## src/rtl/digit_serial_mult.sv

```systemverilog
// Digit-serial P x P multiplier with an internal column scheduler and valid/ready on both sides.
// Two's-complement support is compiled in only when SEQ_MULT_SIGNED_EN is defined.
module digit_serial_mult #(
  parameter int P = 2,
  parameter int MAX_WIDTH = 16,
  localparam int ND = MAX_WIDTH / P
) (
  input  logic                  clk,
  input  logic                  rst,
  input  logic                  in_valid,
  output logic                  in_ready,
  input  logic [MAX_WIDTH-1:0]  a,
  input  logic [MAX_WIDTH-1:0]  b,
  input  logic [$clog2(ND):0]   num_digits,
  input  logic                  signed_mode,
  output logic                  out_valid,
  input  logic                  out_ready,
  output logic [P-1:0]          out_digit,
  output logic                  out_last,
  output logic                  busy
);
  localparam int CW = $clog2(ND) + 1;
  localparam int AW = 2 * P + $clog2(ND) + 1;

  typedef enum logic [1:0] {IDLE, COMPUTE, FLUSH} state_t;
  state_t state, state_nxt;

  logic [MAX_WIDTH-1:0] a_q, b_q, mask, a_m, b_m, a_mag, b_mag;
  logic [CW-1:0]        n_q, i_q, n_eff, lo_next;
  logic [CW:0]          k_q, k_inc, two_n, hi, j;
  logic [AW-1:0]        acc_q, sum;
  logic [P-1:0]         da, db, raw, dig;
  logic [2*P-1:0]       term;
  logic                 last_col, col_end, emit, stall;
`ifdef SEQ_MULT_SIGNED_EN
  logic                 neg_q, carry_q, neg_in, sign_a, sign_b, neg_co;
  logic [P-1:0]         neg_d;
`else
  logic                 unused_signed_mode;
  assign unused_signed_mode = signed_mode;
`endif

  // operand conditioning at accept: clamp N, mask unused bits, take magnitudes
  always_comb begin
    n_eff = num_digits;
    if (num_digits == '0 || num_digits > CW'(ND)) n_eff = CW'(ND);
    mask  = {MAX_WIDTH{1'b1}} >> (MAX_WIDTH - int'(n_eff) * P);
    a_m   = a & mask;
    b_m   = b & mask;
    a_mag = a_m;
    b_mag = b_m;
`ifdef SEQ_MULT_SIGNED_EN
    sign_a = signed_mode && (|(a_m & ~(mask >> 1)));
    sign_b = signed_mode && (|(b_m & ~(mask >> 1)));
    if (sign_a) a_mag = (~a_m + MAX_WIDTH'(1)) & mask;
    if (sign_b) b_mag = (~b_m + MAX_WIDTH'(1)) & mask;
    neg_in = sign_a ^ sign_b;
`endif
  end

  always_comb begin
    two_n    = {n_q, 1'b0};
    last_col = (k_q == two_n - (CW+1)'(1));
    hi       = (k_q < {1'b0, n_q}) ? k_q : {1'b0, n_q} - (CW+1)'(1);
    col_end  = ({1'b0, i_q} == hi);
    k_inc    = k_q + (CW+1)'(1);
    lo_next  = (k_inc >= {1'b0, n_q}) ? CW'(k_inc - {1'b0, n_q} + (CW+1)'(1)) : '0;
    j        = k_q - {1'b0, i_q};
    da       = P'(a_q >> (int'(i_q) * P));
    db       = P'(b_q >> (int'(j) * P));
    term     = {{P{1'b0}}, da} * {{P{1'b0}}, db};
    sum      = acc_q + AW'(term);
    raw      = last_col ? acc_q[P-1:0] : sum[P-1:0];
    emit     = (state == COMPUTE) && (last_col || col_end);
    stall    = emit && out_valid && !out_ready;
`ifdef SEQ_MULT_SIGNED_EN
    {neg_co, neg_d} = {1'b0, ~raw} + {{P{1'b0}}, carry_q};
    dig = neg_q ? neg_d : raw;
`else
    dig = raw;
`endif
  end

  always_comb begin
    state_nxt = state;
    case (state)
      IDLE:    if (in_valid) state_nxt = COMPUTE;
      COMPUTE: if (last_col && !stall) state_nxt = FLUSH;
      FLUSH:   if (out_valid && out_ready) state_nxt = IDLE;
      default: state_nxt = IDLE;
    endcase
  end

  always_ff @(posedge clk or posedge rst) begin
    if (rst) state <= IDLE;
    else     state <= state_nxt;
  end

  always_ff @(posedge clk or posedge rst) begin
    if (rst) begin
      a_q <= '0; b_q <= '0; n_q <= '0; i_q <= '0; k_q <= '0; acc_q <= '0;
      out_valid <= 1'b0; out_digit <= '0; out_last <= 1'b0;
`ifdef SEQ_MULT_SIGNED_EN
      neg_q <= 1'b0; carry_q <= 1'b0;
`endif
    end else begin
      if (state == IDLE && in_valid) begin
        a_q <= a_mag; b_q <= b_mag; n_q <= n_eff;
        i_q <= '0; k_q <= '0; acc_q <= '0;
`ifdef SEQ_MULT_SIGNED_EN
        neg_q <= neg_in; carry_q <= 1'b1;
`endif
      end
      if (state == COMPUTE && !stall && !last_col) begin
        if (col_end) begin
          acc_q <= sum >> P;
          k_q   <= k_inc;
          i_q   <= lo_next;
        end else begin
          acc_q <= sum;
          i_q   <= i_q + CW'(1);
        end
      end
      // single-entry output register; emit may coincide with drain
      if (emit && !stall) begin
        out_valid <= 1'b1;
        out_digit <= dig;
        out_last  <= last_col;
`ifdef SEQ_MULT_SIGNED_EN
        carry_q   <= neg_co;
`endif
      end else if (out_ready) begin
        out_valid <= 1'b0;
        out_last  <= 1'b0;
      end
    end
  end

  assign in_ready = (state == IDLE);
  assign busy     = (state != IDLE);
endmodule

```

## config.mk

```make
export PLATFORM = sky130hd
export DESIGN_NAME = digit_serial_mult
export DESIGN_NICKNAME = d
export VERILOG_FILES = /design/src/rtl/digit_serial_mult.sv
export SDC_FILE = /design/constraint.sdc
export NUM_CORES = 1
export LEC_CHECK = 0
export BUFFER_PORTS_ARGS = -buffer_cell sky130_fd_sc_hd__buf_2
export CAP_MARGIN = 5
export CORE_MARGIN = 5
export CORE_UTILIZATION = 53
export CTS_CLUSTER_SIZE = 14
export DETAILED_ROUTE_END_ITERATION = 7
export GPL_ROUTABILITY_DRIVEN = 0
export PLACE_DENSITY = 0.76
export SYNTH_ARGS = -nofsm -noshare
export SYNTH_HDL_FRONTEND = slang
export SYNTH_SLANG_ARGS = --single-unit
export TNS_END_PERCENT = 5
```

## constraint.sdc

```tcl
create_clock -name clk -period 5 [get_ports clk]
set_clock_uncertainty 0.15 [all_clocks]
set_input_delay 0 -clock clk [delete_from_list [all_inputs] [get_ports clk]]
set_output_delay 0 -clock clk [all_outputs]
set_load 0.01 [all_outputs]
```

# ---- After elaboration in Yosys (flattened, before gate mapping)
# Cells that the tools add are included.
dict set report totals {
  ff_bits 59
  inputBits 41
}
dict set report op_classes {
  add_sub_neg 9
  mul 1
  magnitude_cmp 3
  n_eq_ne 7
  shift 3
  mux 20
  bitwise 2
  reduce_logical 20
}
# cell count
set op_table {}
lappend op_table {{AND 16 bit} 2}
lappend op_table {{right shift 16 x 32 -> 16 bit, first input constant} 1}
lappend op_table {{2-to-1 mux 8 bit} 3}
lappend op_table {{2-to-1 mux 4 bit} 5}
lappend op_table {{2-to-1 mux 5 bit} 4}
lappend op_table {{right shift 16 x 5 -> 2 bit} 1}
lappend op_table {{right shift 16 x 6 -> 2 bit} 1}
lappend op_table {{logical AND 1 bit} 9}
lappend op_table {{adder 4 x 1 -> 4 bit, second input constant} 2}
lappend op_table {{adder 8 x 4 -> 8 bit} 1}
lappend op_table {{2-to-1 mux 2 bit} 4}
lappend op_table {{one-hot mux 2 bit (3 select lines)} 1}
lappend op_table {{nonzero test 2 bit} 3}
lappend op_table {{subtractor 5 x 5 -> 6 bit, first input constant} 1}
lappend op_table {{adder 5 x 1 -> 5 bit, second input constant} 1}
lappend op_table {{== test 4 x 5 -> 1 bit} 1}
lappend op_table {{== test 5 bit} 1}
lappend op_table {{>= comparator 5 x 4 -> 1 bit} 1}
lappend op_table {{less-than comparator 5 x 4 -> 1 bit} 1}
lappend op_table {{subtractor 4 x 1 -> 5 bit, second input constant} 1}
lappend op_table {{subtractor 5 x 1 -> 5 bit, second input constant} 1}
lappend op_table {{subtractor 5 x 4 -> 5 bit} 1}
lappend op_table {{greater-than comparator 4 bit, second input constant} 1}
lappend op_table {{zero test 4 bit} 1}
lappend op_table {{other kinds (11)} 17}

# ---- Longest topological paths before layout
# Gate-level depths: netlist of the first run.
dict set report logic_depth {
  depth_word 11
  ltp_mapped 21
  mapped_depth_nobuf 21
}

# ---- Worst setup path after synthesis of the first run
# No wires, ideal clock.
dict set report synth_timing {
  kind {register -> register}
  from {reg i_q[1]}
  to {reg acc_q[5]}
  setup_ns 0.067
  t_arrival_ns 4.494
  slack_ns 0.289
  path_stages_with_launch 21
  synth_period_minus_slack_ns 4.711
  path_cell_list {dfrtp_1 -> clkbuf_1 -> inv_1 -> ha_1 -> nor2b_1 -> o21ai_0 -> nand2_1 -> nor3_1 -> a31oi_1 -> o32a_1 -> or4_1 -> fa_1 -> inv_1 -> ha_1 -> inv_1 -> fa_1 -> nor2b_1 -> o21ai_0 -> or4_1 -> o211ai_1 -> a311o_1}
}
dict set report synth_via {
  elab_chain_cells 9
}
# item line_no
set synth_rtl {}
lappend synth_rtl {{from (decl)} 29} ;# logic [CW-1:0] n_q, i_q, n_eff, lo_next;
lappend synth_rtl {{from (signal assigned)} 118} ;# i_q <= lo_next;
lappend synth_rtl {{from (signal assigned)} 121} ;# i_q <= i_q + CW'(1);
lappend synth_rtl {{branches (longest 9 deep; another with adder 8 x 4 -> 8 bit)} -}
lappend synth_rtl {{to (signal assigned)} 116} ;# acc_q <= sum >> P;
lappend synth_rtl {{to (signal assigned)} 120} ;# acc_q <= sum;
lappend synth_rtl {{to (decl)} 31} ;# logic [AW-1:0] acc_q, sum;
# Parallel ways; which one is timed is not known.
# A chain may end at the register's enable or synchronous reset.

# ---- Final worst setup path of the first run
dict set report layout_timing {
  from {reg k_q[0]}
  to {reg acc_q[5]}
}
dict set report layout_via {
  elab_chain_cells 11
}
# item line_no
set layout_rtl {}
lappend layout_rtl {{from (decl)} 30} ;# logic [CW:0] k_q, k_inc, two_n, hi, j;
lappend layout_rtl {{from (signal assigned)} 117} ;# k_q <= k_inc;
lappend layout_rtl {{branches (longest 11 deep; another with adder 8 x 4 -> 8 bit)} -}
# Parallel ways; which one is timed is not known.

==> results of run 1 <==
area by class of cell:
type / instances / area, sq um / area share, %
flip-flops and latches: 59 / 1476 / 29.51
repair buffers: 96 / 713.2 / 14.26
multi-input cells: 304 / 2366 / 47.30
clock buffers: 11 / 151.4 / 3.027
clock inverters: 4 / 73.82 / 1.476
well taps: 99 / 123.9 / 2.476
inverters: 26 / 97.59 / 1.951
layout by cell type (no fill, tap or decap), types with 12 or more instances in the layout:
cell type and instances:
nor2_1 21, a22o_1 29, inv_1 25, nand2_1 28
nand3_1 19, a21oi_1 18, dfrtp_1 59, ha_1 24
o21ai_0 25, nor3_1 12, dlygate4sd3_1 42, buf_2 45
kinds of logic after synthesis:
logic type	count (synthesis)
compound gates	117
xor+xnor	17
fa+ha+maj	28
buf+inv	43
flops	59
mux	19
simple gates	123
sequential cells by signal (all words and copies together), names as in the netlist:
signal	cells
a_q	16
i_q	4
acc_q	8
out_valid	1
b_q	16
out_last	1
n_q	4
out_digit	2
k_q	5
state	2
Yosys cell counts, types with 2 or more instances:
| cell type | instances |
|---|---|
| a211oi_1 | 3 |
| a21o_1 | 3 |
| a21oi_1 | 18 |
| a22o_1 | 29 |
| a311oi_1 | 2 |
| a31oi_1 | 3 |
| a32oi_1 | 2 |
| and2_1 | 4 |
| and4_1 | 2 |
| buf_4 | 2 |
| clkbuf_1 | 14 |
| dfrtp_1 | 59 |
| fa_1 | 4 |
| ha_1 | 24 |
| inv_1 | 26 |
| mux2_4 | 2 |
| mux2i_1 | 8 |
| mux4_2 | 8 |
| nand2_1 | 29 |
| nand2b_1 | 6 |
| nand3_1 | 19 |
| nand4_1 | 2 |
| nor2_1 | 21 |
| nor2b_1 | 9 |
| nor3_1 | 12 |
| nor4_1 | 4 |
| o211ai_1 | 4 |
| o21ai_0 | 28 |
| o21ai_1 | 2 |
| o22a_1 | 2 |
| o22ai_1 | 3 |
| o32a_1 | 2 |
| or3_1 | 2 |
| or4_1 | 3 |
| xnor2_1 | 11 |
| xor2_1 | 6 |
worst max-delay path, stage by stage, from the launching register on:
cell	delay [ns]
dfrtp_1	0.38
inv_1	0.11
ha_1	0.18
inv_1	0.05
fa_1	0.39
nand2_1	0.10
nand2_1	0.06
o21ai_1	0.11
a31oi_1	0.09
o32a_1	0.23
or4_1	0.54
fa_1	0.46
inv_1	0.07
ha_1	0.16
inv_1	0.06
fa_1	0.41
nor2b_2	0.17
o21ai_1	0.13
or4_1	0.43
o211ai_1	0.18
a311o_1	0.19
power by group through the flow:
| stage | clock network [mW] | logic (mW) | registers (mW) |
|---|---|---|---|
| after floorplan | 0 | 1.52 | 0.778 |
| after global placement | 0 | 1.87 | 0.801 |
| after detailed placement | 0 | 1.92 | 0.810 |
| after CTS | 0.511 | 1.97 | 0.804 |
| after global routing | 0.529 | 2.19 | 0.830 |
| final | 0.506 | 1.99 | 0.808 |
per-stage QoR:
stage	setup TNS [ns]	worst slack, ns
floorplan	0	0.2886
global placement	0	0.3373
detailed placement	0	0.2412
CTS	0	0.2376
global route	-0.01387	-0.01387
finish	0	0.2912
worst paths after layout:
| check | to | slack (ns) | startpoint |
|---|---|---|---|
| max | acc_q[5] | 0.29 | k_q[0] |
| min | b_q[1] | 0.25 | b[1] |
| max reg2reg | acc_q[5] | 0.29 | k_q[0] |
| min reg2reg | out_digit[1] | 0.34 | out_digit[1] |
| max in group asynchronous | state[1] | 3.94 | rst |
| min in group asynchronous | acc_q[4] | 0.26 | rst |
routing by layer:
metal / wire length (um) / global-route usage, % / vias up
met5: 0 / 0 / -
met4: 194 / 6.911 / 0
met3: 681 / 6.619 / 17
met2: 4997 / 36.15 / 138
met1: 4438 / 28.88 / 1741
li1: - / - / 1682
timing repair:
item / CTS / global route
gates resized for setup: 0 / 4
setup endpoints to repair: 0 / 2
hold endpoints to repair: 98 / 0
hold buffers: 42 / 0
==> summary.txt, run 1 <==
Outcome
  – Status: finished clean

Detailed routing
  – DR vias/cell: 5.973
  – Via count: 3578
  – Detailed Routing Iterations Pass 1: 5
  – ANT nets after route: 0
  – DRC Markers: 0
  – WL per Instance: 17.21 um
  – DR iter-0 viols: 229
  – Drt total wl: 10.31 mm

STA
  – Slew Limit Fails: 0
  – Ratio of final minimum period to clock period: 94.18%
  – Min Hold Slack: between 0.2 and 0.3 ns
  – Worst slew margin: about half
  – Final setup viols: 0
  – Max Clk Rate: 212.4 MHz
  – Final Hold Viols: 0
  – Tmin final: 4.709 ns
  – Slew of the pin with the lowest slew margin: 0.7417 ns

Yosys
  – Yosys reg bits: a little under 60
  – Count of cell types in the netlist: 64
  – Netlist Area Pre-Place: around 0.0040 sq mm
  – Largest family of logic cells by synthesized area: compound AO/OA/AOI/OAI gates
  – Simple-Gate Fraction of Synth Area: 16.40%
  – Mean post-synth cell area: 9.886 sq um
  – Post-synthesis cell count: just over 400
  – Largest cells by area after synthesis: dfrtp_1 37%, ha_1 7.5%, a22o_1 6.3%
  – Synth top area share: 36.78%
  – Post-synthesis mux area share: 7.512%
  – Register area share after synthesis: 36.78%
  – Synthesized net count: 475
  – XOR/XNOR Fraction of Synth Area: under 10%
  – Top cell type by total area after synthesis: dfrtp_1
  – Post-synthesis compound-gate area fraction: between 20% and 30%
  – EDFF count, synth: 0
  – Primary FF master, synth: dfrtp_1
  – Yosys warnings: 0
  – Async SR Flop Fraction: 100.0%
  – Adder-cell share of the synthesized area: 9.476%

Clock tree
  – Clock root buffer: clkbuf_8
  – CTS sink cnt: 59
  – Total CTS buffers: 9
  – Clock transition at path regs: ~0.070 ns
  – CTS tree: yes
  – Clock Latency Late Sink: 0.34 ns
  – CTS H-Tree Depth: 3
  – Post-CTS Setup Inserts: 0
  – Clock Path Buffers: 2

Setup path
  – Worst path arrival time: slightly below 5 ns
  – Worst EP required: 5.12 ns
  – Reg2reg path depth: 20
  – Crit path kind: reg -> reg
  – Crit path max fanout: 5
  – CP endpoint kind: flop
  – Worst Setup Start Kind: flop

Layout
  – Fill cells: 541
  – Final net count: 565
  – Synth-to-Final Area Change: 24.63%
  – Design area: 0.005002 sq mm
  – Non-filler cells, final: 599
  – Fin util: between 60% and 70%
  – Antenna fix cells: 0
  – Share of cells above drive strength 1: a little under a fifth

GRT
  – GRT Overall Usage: roughly 22%
  – Vias in the first global route: 3537
  – Initial antenna violation count: 0
  – First-pass GRT wire length: about 17 mm
  – Largest net degree at the start of global routing: around 60
  – Grt ovf: 0

Pwr
  – Logic pwr share: 60.3%
  – Sw frac: 44.06%
  – Power share of the clock group: 15.3%
  – Total power: roughly 3.3 mW
  – Net Sw Power: 1.456 mW
  – Maximum VDD drop: 0.3332 mV
  – Pwr dens: around 660 mW/mm^2
  – Pint: 1.849 mW
  – Leakage Power: 2.288 nW
  – Reg power frac: 24.4%

Floorplan
  – Initial Util: 54.75%
  – Die ar.: 0.009414 sq mm
  – Die Ht: approximately 97 um
  – Core ar.: 0.007331 sq mm
  – # IOs: 47
  – Site Rows: 31
  – Die width: 97.03 um

Placement
  – HPWL after DPL: 7.012 mm
  – Post-DP Area: 0.004354 sq mm
  – IO Port Bufs: 45
  – Post-Place Cells: 542

Min path
  – Hold/Removal Path Class: in -> reg
  – Worst hold stages: 3

Job
  – Max-cap violations: 0
(Power assumes the default switching activity.)
==> run 2: changes to the inputs <==
--- a/config.mk
+++ b/config.mk
@@ -13,6 +13,7 @@
 export DETAILED_ROUTE_END_ITERATION = 7
 export GPL_ROUTABILITY_DRIVEN = 0
 export PLACE_DENSITY = 0.76
+export SETUP_SLACK_MARGIN = 0.5
 export SYNTH_ARGS = -nofsm -noshare
 export SYNTH_HDL_FRONTEND = slang
 export SYNTH_SLANG_ARGS = --single-unit
==> summary.txt, run 2 (same netlist as run 1, synthesis figures left out) <==
Outcome
  – Status: finished clean

Setup path
  – CP peak stage delay: 0.53 ns (about the same)
  – Crit path kind: reg -> reg
  – Crit path max fanout: 5 (unchanged)
  – Worst EP required: 5.13 ns (about the same)
  – CP endpoint kind: flop
  – Worst Setup Start Kind: flop
  – Most frequent CP cell: inv_1
  – Critical path's slowest cell: or4_4
  – Crit path from: k_q[0]
  – Worst-path cell chain: inv_2 > ha_1 > inv_1 > fa_2 > nand2_1 > nand2_1 > o21ai_1 > a31oi_1 > o32a_1 > or4_4 > fa_1 > inv_1 > ha_1 > inv_1 > fa_2 > nor2b_4 > o21ai_2 > or4_1 > o211ai_1 > a311o_1
  – Worst path arrival time: 4.67 ns (-0.16 ns)
  – Crit Reg-Reg Startpoint: k_q[0]

Clock tree
  – Clock Latency Late Sink: 0.35 ns (about the same)
  – Total CTS buffers: 9 (unchanged)
  – Clock root buffer: clkbuf_8
  – CTS H-Tree Depth: 3 (unchanged)
  – Clock Path Buffers: 2 (unchanged)
  – Clock transition at path regs: 0.07 ns (about the same)
  – CTS sink cnt: 59 (unchanged)
  – CTS tree: yes

Floorplan
  – Initial Util: 54.75% (unchanged)
  – Site Rows: 31 (unchanged)
  – # IOs: 47 (unchanged)
  – Core ar.: 0.007331 sq mm (unchanged)
  – Die ar.: 0.009414 sq mm (unchanged)
  – Die Ht: 97.03 um (unchanged)
  – Die width: 97.03 um (unchanged)

STA
  – Tmin final: 4.543 ns (-0.1660 ns)
  – Ratio of final minimum period to clock period: 90.86% (-3.3 points)
  – RSZ-0062 raised after global routing: true
  – Slew Limit Fails: 0 (unchanged)
  – Max Clk Rate: 220.1 MHz (+3.7%)
  – Slew of the pin with the lowest slew margin: 0.7421 ns (+0.0003725 ns)
  – Final Hold Viols: 0 (unchanged)
  – Final setup viols: 0 (unchanged)
  – Setup TNS: 0 ns (unchanged)
  – Worst slew margin: 50.53% (about the same)

Layout
  – Multi-input gate area: 0.002387 sq mm (+0.90%)
  – Final net count: 570 (+0.88%)
  – Fill cells: 563 (+4.1%)
  – Most frequent cells in the layout: 59 x dfrtp_1, 45 x buf_2, 43 x dlygate4sd3_1, 29 x a22o_1, 28 x nand2_1
  – Synth-to-Final Area Change: 25.56%
  – Non-filler cells, final: 604 (+0.83%)
  – Antenna fix cells: 0 (unchanged)
  – Commonest non-fill, non-tap cell in the layout: dfrtp_1
  – Share of cells above drive strength 1: 20.79% (+1.8 points)
  – Sequential Area: 0.001476 sq mm (unchanged)
  – Largest regs: a_q: 16 flops, b_q: 16 flops, acc_q: 8 flops

Detailed routing
  – Detailed Routing Iterations Pass 1: 5 (unchanged)
  – Drt total wl: 10.41 mm (+0.95%)
  – Via count: 3557 (-0.59%)
  – DR iter-0 viols: 157 (-31%)
  – DRC Markers: 0 (unchanged)
  – DR vias/cell: 5.889 (-1.4%)
  – WL per Instance: 17.23 um (+0.11%)
  – ANT nets after route: 0 (unchanged)

GRT
  – Vias in the first global route: 3531 (-0.17%)
  – Grt ovf: 0 (unchanged)
  – Initial antenna violation count: 0 (unchanged)
  – GRT Overall Usage: 22.50% (+0.16 points)
  – Largest net degree at the start of global routing: 61 (unchanged)
  – First-pass GRT wire length: 17.24 mm (+0.69%)

Pwr
  – Total power: 3.294 mW (-0.33%)
  – Leakage Power: 2.295 nW (+0.30%)
  – Maximum VDD drop: 0.3347 mV (+0.45%)
  – Pwr dens: 653.6 mW/mm^2 (-1.1%)

Min path
  – Hold/Removal Path Class: in -> async

Placement
  – Post-Place Cells: 541 (-0.18%)
  – IO Port Bufs: 45 (unchanged)
  – HPWL after DPL: 7.051 mm (+0.56%)

Job
  – Max-cap violations: 0 (unchanged)
-- run 2: path summary, 6_finish.rpt --
check                      depth (start not counted)           end  slack (ns)
max                                               20      acc_q[5]        0.46
min                                                4      acc_q[4]        0.25
max reg2reg                                       20      acc_q[5]        0.46
min reg2reg                                        1  out_digit[1]        0.33
max in group asynchronous                          4        k_q[1]        3.94
min in group clk                                   3        b_q[3]        0.25
-- run 2: metal layers --
metal | up-vias | track usage, % | routed length [um]
li1 | 1699 | - | -
met1 | 1720 | 27.76 | 4388
met2 | 118 | 38.43 | 5175
met3 | 20 | 5.755 | 631
met4 | 0 | 7.235 | 214
met5 | - | 0 | 0
-- run 2: through the flow --
step                setup slack (ns)  utilization [%]  instance area [sq um]  hold WS, ns
floorplan                     0.5124                -                   4015     -0.01727
global placement              0.3799            59.29                   4347      0.06617
detailed placement            0.1833            59.29                   4347      0.06870
CTS                           0.4851            68.39                   5014       0.2410
global route                  0.2497            68.75                   5040       0.2431
finish                        0.4572            68.75                   5040       0.2454
-- run 2: layout make-up --
class                      count  share of cell area, %
multi-input combinational    304                  47.37
sequential                    59                  29.30
timing repair buffer         101                  14.95
clock buffer                  11                  3.004
tap                           99                  2.458
inverter                      26                  1.936
clock inverter                 4                 0.9930
-- run 2: worst max-delay path, delay by kind of cell, from the launching register on --
kind            cells  cell delay (ns)
compound gates      6             0.92
flops               1             0.40
buf+inv             4             0.28
fa+ha+maj           5             1.50
simple gates        5             1.24
-- run 2: repair_timing --
action                                  4_1_cts  5_1_grt
endpoints found under the setup margin        3        4
pin swaps                                     1        2
buffers inserted                              2        3
hold endpoints to repair                     98        0
hold buffers                                 43        0
gates resized for setup                       7        1
-- run 2: power by group --
part | leakage, nW | internal, mW | switching (mW)
clock | 0.0974 | 0.254 | 0.200
sequential | 0.765 | 0.668 | 0.144
combinational | 1.43 | 0.909 | 1.12
